==> src/rtl/scan_buffer_ctrl_if.sv <==
// Control/strobe bundle between the scanner datapath and scan_buffer_ctrl.
// master drives the requests; slave (the controller) drives the buffer strobes and status.
interface scan_buffer_ctrl_if #(
    parameter int CNT_W = 4
);
    logic             start_scan;
    logic             sample_valid;
    logic             xfer_req;
    logic             abort;
    logic             scanning_a;
    logic             scanning_b;
    logic             transfer_a;
    logic             transfer_b;
    logic             flush_a;
    logic             flush_b;
    logic [CNT_W-1:0] wr_cnt;
    logic [CNT_W-1:0] rd_cnt;
    logic             xfer_sel;
    logic             full_a;
    logic             full_b;
    logic             frame_done;
    logic             xfer_done;
    logic             overflow;
    logic             busy;

    modport master (
        output start_scan, sample_valid, xfer_req, abort,
        input  scanning_a, scanning_b, transfer_a, transfer_b, flush_a, flush_b,
        input  wr_cnt, rd_cnt, xfer_sel, full_a, full_b, frame_done, xfer_done,
        input  overflow, busy
    );

    modport slave (
        input  start_scan, sample_valid, xfer_req, abort,
        output scanning_a, scanning_b, transfer_a, transfer_b, flush_a, flush_b,
        output wr_cnt, rd_cnt, xfer_sel, full_a, full_b, frame_done, xfer_done,
        output overflow, busy
    );
endinterface

==> src/rtl/scan_buffer_ctrl.sv <==
// Ping-pong sequencer for two DEPTH-byte scanner frame buffers: one fills while the other drains.
// Latency: every output registered, one cycle after its trigger; no backpressure, a drain runs DEPTH cycles then flushes.
module scan_buffer_ctrl #(
    parameter int DEPTH = 10,
    parameter int CNT_W = 4
) (
    input  logic              clk,
    input  logic              rst,
    scan_buffer_ctrl_if.slave bus
);
    typedef enum logic [1:0] {B_EMPTY, B_FILLING, B_FULL, B_DRAINING} buf_st_t;
    typedef enum logic       {S_IDLE, S_SCAN} scan_st_t;
    typedef enum logic [1:0] {T_IDLE, T_XFER, T_FLUSH} xfer_st_t;

    localparam logic [CNT_W-1:0] LAST = CNT_W'(DEPTH - 1);

    scan_st_t         r_scan_st, w_scan_nxt;
    xfer_st_t         r_xfer_st, w_xfer_nxt;
    buf_st_t          r_bst [2];
    buf_st_t          w_bst_nxt [2];
    logic             r_scan_sel, w_scan_sel_nxt;
    logic             r_xfer_sel, w_xfer_sel_nxt;
    logic [CNT_W-1:0] r_wr_cnt, w_wr_nxt;
    logic [CNT_W-1:0] r_rd_cnt, w_rd_nxt;
    logic             r_order, w_order_nxt;
    logic             r_overflow, w_ovf_nxt;
    logic             w_frame_done_nxt, w_xfer_done_nxt;
    logic             w_pick;

    logic r_scanning_a, r_scanning_b, r_transfer_a, r_transfer_b;
    logic r_flush_a, r_flush_b, r_full_a, r_full_b;
    logic r_frame_done, r_xfer_done, r_busy;
    logic w_scanning_a, w_scanning_b, w_transfer_a, w_transfer_b;
    logic w_flush_a, w_flush_b, w_full_a, w_full_b, w_busy;

    always_ff @(posedge clk) begin
        if (!rst) begin
            r_scan_st    <= S_IDLE;
            r_xfer_st    <= T_IDLE;
            r_bst[0]     <= B_EMPTY;
            r_bst[1]     <= B_EMPTY;
            r_scan_sel   <= 1'b0;
            r_xfer_sel   <= 1'b0;
            r_wr_cnt     <= '0;
            r_rd_cnt     <= '0;
            r_order      <= 1'b0;
            r_overflow   <= 1'b0;
            r_frame_done <= 1'b0;
            r_xfer_done  <= 1'b0;
            r_scanning_a <= 1'b0;
            r_scanning_b <= 1'b0;
            r_transfer_a <= 1'b0;
            r_transfer_b <= 1'b0;
            r_flush_a    <= 1'b0;
            r_flush_b    <= 1'b0;
            r_full_a     <= 1'b0;
            r_full_b     <= 1'b0;
            r_busy       <= 1'b0;
        end else begin
            r_scan_st    <= w_scan_nxt;
            r_xfer_st    <= w_xfer_nxt;
            r_bst[0]     <= w_bst_nxt[0];
            r_bst[1]     <= w_bst_nxt[1];
            r_scan_sel   <= w_scan_sel_nxt;
            r_xfer_sel   <= w_xfer_sel_nxt;
            r_wr_cnt     <= w_wr_nxt;
            r_rd_cnt     <= w_rd_nxt;
            r_order      <= w_order_nxt;
            r_overflow   <= w_ovf_nxt;
            r_frame_done <= w_frame_done_nxt;
            r_xfer_done  <= w_xfer_done_nxt;
            r_scanning_a <= w_scanning_a;
            r_scanning_b <= w_scanning_b;
            r_transfer_a <= w_transfer_a;
            r_transfer_b <= w_transfer_b;
            r_flush_a    <= w_flush_a;
            r_flush_b    <= w_flush_b;
            r_full_a     <= w_full_a;
            r_full_b     <= w_full_b;
            r_busy       <= w_busy;
        end
    end

    // Older FULL buffer wins when both hold a frame; r_order names the older one.
    always_comb begin
        if (r_bst[0] == B_FULL && r_bst[1] == B_FULL) begin
            w_pick = r_order;
        end else begin
            w_pick = (r_bst[1] == B_FULL);
        end
    end

    always_comb begin
        w_scan_nxt       = r_scan_st;
        w_xfer_nxt       = r_xfer_st;
        w_bst_nxt[0]     = r_bst[0];
        w_bst_nxt[1]     = r_bst[1];
        w_scan_sel_nxt   = r_scan_sel;
        w_xfer_sel_nxt   = r_xfer_sel;
        w_wr_nxt         = r_wr_cnt;
        w_rd_nxt         = r_rd_cnt;
        w_order_nxt      = r_order;
        w_ovf_nxt        = r_overflow;
        w_frame_done_nxt = 1'b0;
        w_xfer_done_nxt  = 1'b0;
        if (bus.abort) begin
            w_scan_nxt   = S_IDLE;
            w_xfer_nxt   = T_IDLE;
            w_bst_nxt[0] = B_EMPTY;
            w_bst_nxt[1] = B_EMPTY;
            w_wr_nxt     = '0;
            w_rd_nxt     = '0;
            w_ovf_nxt    = 1'b0;
        end else begin
            unique case (r_scan_st)
                S_IDLE: begin
                    if (bus.start_scan) begin
                        if (r_bst[0] == B_EMPTY || r_bst[1] == B_EMPTY) begin
                            w_scan_sel_nxt            = (r_bst[0] != B_EMPTY);
                            w_bst_nxt[w_scan_sel_nxt] = B_FILLING;
                            w_wr_nxt                  = '0;
                            w_scan_nxt                = S_SCAN;
                        end else begin
                            w_ovf_nxt = 1'b1;
                        end
                    end
                end
                S_SCAN: begin
                    if (bus.sample_valid) begin
                        if (r_wr_cnt == LAST) begin
                            w_bst_nxt[r_scan_sel] = B_FULL;
                            w_wr_nxt              = '0;
                            w_frame_done_nxt      = 1'b1;
                            w_scan_nxt            = S_IDLE;
                        end else begin
                            w_wr_nxt = r_wr_cnt + CNT_W'(1);
                        end
                    end
                end
                default: w_scan_nxt = S_IDLE;
            endcase

            unique case (r_xfer_st)
                T_IDLE: begin
                    if (bus.xfer_req && (r_bst[0] == B_FULL || r_bst[1] == B_FULL)) begin
                        w_xfer_sel_nxt    = w_pick;
                        w_bst_nxt[w_pick] = B_DRAINING;
                        w_rd_nxt          = '0;
                        w_xfer_nxt        = T_XFER;
                    end
                end
                T_XFER: begin
                    if (r_rd_cnt == LAST) begin
                        w_rd_nxt        = '0;
                        w_xfer_done_nxt = 1'b1;
                        w_xfer_nxt      = T_FLUSH;
                    end else begin
                        w_rd_nxt = r_rd_cnt + CNT_W'(1);
                    end
                end
                T_FLUSH: begin
                    w_bst_nxt[r_xfer_sel] = B_EMPTY;
                    w_xfer_nxt            = T_IDLE;
                end
                default: w_xfer_nxt = T_IDLE;
            endcase

            // The drain decision above already saw the other buffer, so its next state is final here.
            if (w_frame_done_nxt) begin
                w_order_nxt = (w_bst_nxt[~r_scan_sel] == B_FULL) ? ~r_scan_sel : r_scan_sel;
            end
        end
    end

    always_comb begin
        w_scanning_a = (w_scan_nxt == S_SCAN) && !w_scan_sel_nxt;
        w_scanning_b = (w_scan_nxt == S_SCAN) &&  w_scan_sel_nxt;
        w_transfer_a = (w_xfer_nxt == T_XFER) && !w_xfer_sel_nxt;
        w_transfer_b = (w_xfer_nxt == T_XFER) &&  w_xfer_sel_nxt;
        w_flush_a    = bus.abort || ((w_xfer_nxt == T_FLUSH) && !w_xfer_sel_nxt);
        w_flush_b    = bus.abort || ((w_xfer_nxt == T_FLUSH) &&  w_xfer_sel_nxt);
        w_full_a     = (w_bst_nxt[0] == B_FULL);
        w_full_b     = (w_bst_nxt[1] == B_FULL);
        w_busy       = (w_scan_nxt != S_IDLE) || (w_xfer_nxt != T_IDLE);
    end

    assign bus.scanning_a = r_scanning_a;
    assign bus.scanning_b = r_scanning_b;
    assign bus.transfer_a = r_transfer_a;
    assign bus.transfer_b = r_transfer_b;
    assign bus.flush_a    = r_flush_a;
    assign bus.flush_b    = r_flush_b;
    assign bus.wr_cnt     = r_wr_cnt;
    assign bus.rd_cnt     = r_rd_cnt;
    assign bus.xfer_sel   = r_xfer_sel;
    assign bus.full_a     = r_full_a;
    assign bus.full_b     = r_full_b;
    assign bus.frame_done = r_frame_done;
    assign bus.xfer_done  = r_xfer_done;
    assign bus.overflow   = r_overflow;
    assign bus.busy       = r_busy;
endmodule
==> src/flat_wrapper.sv <==
// flat-port wrapper written by rule: the top's interface ports become plain ports
module scan_buffer_ctrl_flat 
#(
    parameter int DEPTH = 10,
    parameter int CNT_W = 4
)
  (clk, rst, bus_start_scan, bus_sample_valid, bus_xfer_req, bus_abort, bus_scanning_a, bus_scanning_b, bus_transfer_a, bus_transfer_b, bus_flush_a, bus_flush_b, bus_wr_cnt, bus_rd_cnt, bus_xfer_sel, bus_full_a, bus_full_b, bus_frame_done, bus_xfer_done, bus_overflow, bus_busy);
  scan_buffer_ctrl_if #(.CNT_W(CNT_W)) bus_i ();
  input  logic clk;
  input  logic rst;
  input wire logic [$bits(bus_i.start_scan)-1:0] bus_start_scan;
  input wire logic [$bits(bus_i.sample_valid)-1:0] bus_sample_valid;
  input wire logic [$bits(bus_i.xfer_req)-1:0] bus_xfer_req;
  input wire logic [$bits(bus_i.abort)-1:0] bus_abort;
  output wire logic [$bits(bus_i.scanning_a)-1:0] bus_scanning_a;
  output wire logic [$bits(bus_i.scanning_b)-1:0] bus_scanning_b;
  output wire logic [$bits(bus_i.transfer_a)-1:0] bus_transfer_a;
  output wire logic [$bits(bus_i.transfer_b)-1:0] bus_transfer_b;
  output wire logic [$bits(bus_i.flush_a)-1:0] bus_flush_a;
  output wire logic [$bits(bus_i.flush_b)-1:0] bus_flush_b;
  output wire logic [$bits(bus_i.wr_cnt)-1:0] bus_wr_cnt;
  output wire logic [$bits(bus_i.rd_cnt)-1:0] bus_rd_cnt;
  output wire logic [$bits(bus_i.xfer_sel)-1:0] bus_xfer_sel;
  output wire logic [$bits(bus_i.full_a)-1:0] bus_full_a;
  output wire logic [$bits(bus_i.full_b)-1:0] bus_full_b;
  output wire logic [$bits(bus_i.frame_done)-1:0] bus_frame_done;
  output wire logic [$bits(bus_i.xfer_done)-1:0] bus_xfer_done;
  output wire logic [$bits(bus_i.overflow)-1:0] bus_overflow;
  output wire logic [$bits(bus_i.busy)-1:0] bus_busy;
  assign bus_i.start_scan = bus_start_scan;
  assign bus_i.sample_valid = bus_sample_valid;
  assign bus_i.xfer_req = bus_xfer_req;
  assign bus_i.abort = bus_abort;
  assign bus_scanning_a = bus_i.scanning_a;
  assign bus_scanning_b = bus_i.scanning_b;
  assign bus_transfer_a = bus_i.transfer_a;
  assign bus_transfer_b = bus_i.transfer_b;
  assign bus_flush_a = bus_i.flush_a;
  assign bus_flush_b = bus_i.flush_b;
  assign bus_wr_cnt = bus_i.wr_cnt;
  assign bus_rd_cnt = bus_i.rd_cnt;
  assign bus_xfer_sel = bus_i.xfer_sel;
  assign bus_full_a = bus_i.full_a;
  assign bus_full_b = bus_i.full_b;
  assign bus_frame_done = bus_i.frame_done;
  assign bus_xfer_done = bus_i.xfer_done;
  assign bus_overflow = bus_i.overflow;
  assign bus_busy = bus_i.busy;
  scan_buffer_ctrl #(.DEPTH(DEPTH), .CNT_W(CNT_W)) u_core (.clk(clk), .rst(rst), .bus(bus_i));
endmodule
==> config.mk <==
export PLATFORM = sky130hd
export DESIGN_NAME = scan_buffer_ctrl_flat
export DESIGN_NICKNAME = d
export VERILOG_FILES = /design/src/rtl/scan_buffer_ctrl_if.sv /design/src/rtl/scan_buffer_ctrl.sv /design/src/flat_wrapper.sv
export SDC_FILE = /design/constraint.sdc
export NUM_CORES = 1
export LEC_CHECK = 0
export ABC_AREA = 1
export BUFFER_PORTS_ARGS = -buffer_cell sky130_fd_sc_hd__buf_2
export CORE_MARGIN = 5
export CORE_UTILIZATION = 50
export CTS_BUF_LIST = sky130_fd_sc_hd__clkbuf_2
export DETAILED_ROUTE_END_ITERATION = 8
export HOLD_SLACK_MARGIN = 0.02
export PLACE_DENSITY = 0.69
export SLEW_MARGIN = 20
export SYNTH_ARGS = -nofsm -noshare
export SYNTH_HDL_FRONTEND = slang
export SYNTH_SLANG_ARGS = --single-unit
==> constraint.sdc <==
create_clock -name clk -period 2.4 [get_ports clk]
set_input_delay 0.48 -clock clk [delete_from_list [all_inputs] [get_ports clk]]
set_output_delay 0.48 -clock clk [all_outputs]
set_load 0.02 [all_outputs]
; ---- Yosys cells after proc, flatten, opt, wreduce, memory -nomap -nowiden
; Memory sizes are Yosys's and may differ from the RTL's.
; Index checks and enable logic that the tools add are counted.
[totals]
ff_bits = 26
ramBits = 4
in_bits = 6
output_inout_bits = 21
memories = 1
[memory_table]
columns = name, words, word_bits, rd, rd_ports_with_merged_regs, wr, line_no
row1 = u_core.r_bst, 2, 2, 2, 0, 2, scan_buffer_ctrl.sv:19  ; buf_st_t r_bst [2];
[classes]
add_sub_neg = 2
order_cmp = 9
n_eq_ne = 15
muxes = 57
n_bitwise = 22
n_reduce_logical = 31
[op_table]
columns = op, n
row1 = $mux W4, 14
row2 = $pmux W4 S2, 4
row3 = $mux W2, 12
row4 = $mux W1, 21
row5 = $eq A2 B2 Y1 const B, 7
row6 = $logic_and A1 B1 Y1, 12
row7 = $ge A2 B2 Y1 const B, 5
row8 = $not A1 Y2, 5
row9 = $add A4 B1 Y4 const B, 2
row10 = $demux W2 S1, 4
row11 = $eq A4 B4 Y1 const B, 2
row12 = $lt A2 B1 Y1 const B, 4
row13 = $logic_not A2 Y1, 3
row14 = $not A1 Y1, 6
row15 = $reduce_and A3 Y1, 2
row16 = $reduce_bool A2 Y1, 3
row17 = $logic_or A1 B1 Y1, 5
row18 = $and A2 B2 Y2, 2
row19 = $and A4 B4 Y4, 1
row20 = $eq A2 B1 Y1 const B, 2
row21 = $ne A2 B1 Y1 const B, 2
row22 = $ne A2 B2 Y1 const B, 2
row23 = $not A2 Y2, 2
row24 = $not A4 Y4, 1
row25 = other kinds (9), 13

; ---- Depth between registers and ports, before layout
[logic_depth]
depth_word = 21
mapped_depth = 12

; ---- Worst setup path after synthesis
; Ideal clock, no wire load.
[synth_path]
kind = register to register
start = register u_core.r_wr_cnt[0], in the netlist u_core.bus.wr_cnt[0]
end = register u_core.r_order
setup_time_ns = 0.066
arrival_time_ns = 1.394
required_time_ns = 2.334
path_slack_ns = 0.940
path_stages_with_launch = 10
period_less_slack_ns = 1.460
path_cell_list = dfxtp_1 > ha_1 > nand2_1 > nor2_2 > nand2_1 > a21boi_1 > nand3_1 > nand2_1 > nand2_1 > a21oi_2
[synth_between]
elab_chain_len = 14
[synth_rtl]
columns = item, line_no
row1 = "start, declared", scan_buffer_ctrl.sv:23  ; logic [CNT_W-1:0] r_wr_cnt, w_wr_nxt;
row2 = "start signal, assigned", scan_buffer_ctrl.sv:66  ; r_wr_cnt <= w_wr_nxt;
row3 = $eq A4 B4 Y1 *, scan_buffer_ctrl.sv:130  ; if (r_wr_cnt == LAST) begin
row4 = $mux W4, scan_buffer_ctrl.sv:130
row5 = $mux W4, scan_buffer_ctrl.sv:129  ; if (bus.sample_valid) begin
row6 = $pmux W4 S2, scan_buffer_ctrl.sv:115  ; unique case (r_scan_st)
row7 = $mux W4, scan_buffer_ctrl.sv:106  ; if (bus.abort) begin
row8 = $or A4 B4 Y4 (no line), --
row9 = $mux W4, scan_buffer_ctrl.sv:145  ; if (bus.xfer_req && (r_bst[0] == B_FULL || r_bst[1] == B_FULL)) begin
row10 = $pmux W4 S2, scan_buffer_ctrl.sv:143  ; unique case (r_xfer_st)
row11 = $mux W4, scan_buffer_ctrl.sv:106
row12 = $mux W2 (not written as such) (3 in a row), scan_buffer_ctrl.sv:170  ; w_order_nxt = (w_bst_nxt[~r_scan_sel] == B_FULL) ? ~r_scan_sel : r_scan_sel;
row13 = $eq A2 B2 Y1, scan_buffer_ctrl.sv:170
row14 = $mux W1, scan_buffer_ctrl.sv:170
row15 = "end signal, assigned", scan_buffer_ctrl.sv:68  ; r_order <= w_order_nxt;
row16 = "end, declared", scan_buffer_ctrl.sv:25  ; logic r_order, w_order_nxt;
; Every way passes the cells marked *; elsewhere a longest branch is shown, timed or not. The select of a mux whose other input is x is not followed.
; A chain may end at the register's enable or synchronous reset.

; ---- Worst setup path in the final report
; Ends and elaborated chain as after synthesis.

==> impl_results.rst <==
.. list-table::
   :header-rows: 1

   * - Metric
     - Value
   * - Run status
     - completed
   * - Slew headroom
     - 0.829
   * - Number of global-route vias before repair
     - about 1100
   * - Post-route worst setup slack
     - about 0.82 ns
   * - Post-synthesis instance total
     - around 180
   * - Number of vias in the routed layout
     - 1245
   * - Cell accounting for the most synthesized area
     - dfxtp_1
   * - Summed negative setup slack over all endpoints
     - 0 ns
   * - Pre-antenna DRT Iters
     - 6
   * - Syn_nets
     - between 150 and 200
   * - Period utilization
     - 0.660
   * - Antenna Diode Count
     - 0
   * - Required arrival time at the worst endpoint
     - between 2 and 3 ns
   * - Std-Cell Rows
     - 19
   * - Measured slew at the worst slew-check pin
     - roughly 0.26 ns
   * - Maximum Capacitance Violations
     - 0
   * - NumNets Final
     - ~220
   * - Clock tree from TritonCTS
     - built
   * - Maximum number of pins on one net before global-route repair
     - 11
   * - Worst skew pair latency
     - 0.36 ns
   * - Area grow syn2layout
     - 17.0%
   * - Setup Slack @ Placement
     - approximately 0.86 ns
   * - Via-to-Cell Ratio
     - around 5.1
   * - Number of instances on the worst hold path
     - 3
   * - Register bit count reported by yosys
     - 30
   * - Commonest cells after routing, fill and taps aside
     - nand2_1 (32), dfxtp_1 (30), inv_1 (29), buf_2 (26), nor2_1 (23)
   * - Endpoint class of the critical path
     - flop
   * - Antenna violations before repair
     - 0
   * - Commonest non-fill, non-tap cell in the layout
     - nand2_1
   * - Post-Synthesis Mean Instance Area
     - approximately 7.6 um2
   * - Post CTS Setup Buffer Count
     - 0
   * - Final setup violation count
     - 0
   * - Post-CTS Hold Fix Bufs
     - 0
   * - Clock buffers created by TritonCTS
     - 5
   * - Number of warnings printed during yosys synthesis
     - 0
   * - Clock tree buffer depth
     - 2
   * - H-tree levels
     - 2
   * - # fillers
     - 249
   * - Worst r2r path cells
     - 9
   * - Number of DRC violations after detailed-routing iteration 0
     - 57
   * - First-pass GRT wire length
     - 4.95 mm
   * - Initial standard-cell utilization of the core
     - 0.509
   * - IO Count
     - 27
   * - Register area share after synthesis
     - 0.436
   * - Overflow left after global routing
     - 0
   * - Worst Setup Start Kind
     - flop
   * - Cell at the root of the clock tree
     - clkbuf_2
   * - Distinct cells, synth
     - 30
   * - HPWL Detailed
     - 2.25 mm
   * - DRT Wirelength
     - approximately 2.9 mm
   * - Post-route DRC
     - 0
   * - Remaining number of nets flagged by the antenna check after routing
     - 0
   * - Class of the tightest hold or removal check
     - primary input to flop
   * - Cell count after placement
     - 238
   * - Die height
     - between 60 and 70 um
   * - Die Span X
     - ~63 um
   * - Average wire per standard cell
     - around 12 um
   * - Fin Hold WS
     - between 0.3 and 0.4 ns
   * - Area contributors post-synth
     - dfxtp_1 (44%), nand2_1 (8.7%), inv_1 (7.9%)
   * - Overall fraction of global-route tracks in use
     - 0.158
   * - TritonCTS sink count
     - 30
   * - PD cells
     - 574 nW/um2
   * - Top achievable clock speed
     - ~0.63 GHz
   * - Unrepaired setup endpoints after global routing
     - false
   * - Post-layout instance count excluding filler cells
     - around 250
   * - Final Hold Violating Endpoints
     - 0
   * - Worst Clk Skew
     - 0.0152 ns
   * - Die area
     - 3910 um2
   * - Number of gates resized after CTS
     - 0
   * - Data arrival time of the critical path
     - 1.89 ns
   * - Post-synth top area share
     - 0.436
   * - Routability-driven placement congestion ratio
     - roughly 0.90
   * - Placeable core area
     - 2710 um2
   * - Worst setup path category
     - flop to flop
   * - Min cycle time layout
     - around 1.6 ns
   * - Number of enable-type register cells in the synthesized netlist
     - 0
   * - Highest fanout seen on the critical path
     - 6
   * - Share of synthesized flip-flops with an asynchronous set or reset
     - 0
   * - Synth Flop Type
     - dfxtp_1
   * - Clock transition at the register clock pins on the worst setup and hold paths after CTS
     - 0.16 ns
   * - Summed instance area of the synthesized netlist
     - between 1000 and 1500 um2
   * - Maximum VDD drop
     - about 0.0006 V
   * - Quantity of I/O buffers inserted on ports
     - 26
   * - Static Leak
     - about 0.78 nW
   * - Final-report max-slew violation count
     - 0
   * - Ratio of cells with drive above 1 in the final layout
     - 0.288
==> state kept, by name, indices dropped and copies added (netlist names), 2 cells and up <==
signal,count
u_core.bus.rd_cnt,4
u_core.r_bst,4
u_core.bus.wr_cnt,4
u_core.r_xfer_st,2
==> routing by layer <==
layer  track usage  part of all wire  vias to the layer above
li1              -                 -                      630
met1         0.181              0.43                      568
met2         0.263              0.47                       39
met3        0.0594             0.071                        8
met4        0.0637             0.021                        0
met5             0                 0                        -
==> where the power goes <==
part	leakage (nW)	total (W)	switching (W)	internal (W)
Clock	0.0427	0.000346	0.000173	0.000173
Sequential	0.243	0.000511	0.00000515	0.000506
Combinational	0.494	0.0000673	0.0000460	0.0000213
Total	0.780	0.000925	0.000224	0.000701
==> stage by stage <==
step	util	power (W)	instance area (um2)
after floorplan	-	0.000567	1380
after global placement	0.571	0.000587	1550
after detailed placement	0.571	0.000589	1550
after CTS	0.595	0.000934	1610
after global routing	0.595	0.000975	1610
final	0.595	0.000925	1610
==> Yosys cell counts, types with 3 or more instances <==
cell and n:
o21ai_0 3, nand3_1 7, ha_1 4, a21oi_1 10, nand2_2 7, nor2_1 23
dfxtp_1 30, nor3_1 3, inv_2 6, nor2_2 4, inv_1 29, nand2_1 32
==> area by class of cell <==
class | count | area [um2] | area share
sequential | 30 | 601 | 0.372
inverter | 36 | 135 | 0.0838
clock buffer | 5 | 25.0 | 0.0155
clock inverter | 3 | 40.0 | 0.0248
tap | 31 | 38.8 | 0.0240
multi-input combinational | 115 | 643 | 0.399
timing repair buffer | 26 | 130 | 0.0807
==> critical path, stage by stage, from the launching register on <==
cell,delay [ns]
dfxtp_1,0.45
ha_1,0.19
nand2_1,0.07
nor2_2,0.16
nand2_1,0.09
a21boi_1,0.19
nand3_1,0.14
nand2_1,0.08
nand2_1,0.06
a21oi_2,0.11
==> cell families (layout without fill, tap and decap cells) <==
kind of cell / after synthesis / after routing / share of synthesized area
AOI/OAI and AO/OA: 26 / 26 / 0.138
DFF: 30 / 30 / 0.436
adders and majority gates: 4 / 4 / 0.0363
xor gates and xnor gates: 1 / 1 / 0.00635
buffers and inverters: 36 / 70 / 0.0980
and+or+nand+nor: 84 / 84 / 0.286
==> worst paths after layout <==
check	slack [ns]	start	to
worst min-delay path	0.37	rst	u_core.bus.xfer_sel$_SDFF_PN0_
worst max-delay path	0.82	u_core.bus.wr_cnt[0]$_SDFFE_PP0P_	u_core.r_order$_SDFFE_PN0P_
worst min register to register	0.50	u_core.bus.overflow$_SDFFE_PP0P_	u_core.bus.overflow$_SDFFE_PP0P_
worst max register to register	0.82	u_core.bus.wr_cnt[0]$_SDFFE_PP0P_	u_core.r_order$_SDFFE_PN0P_
Power figures use the tool's default switching activity.
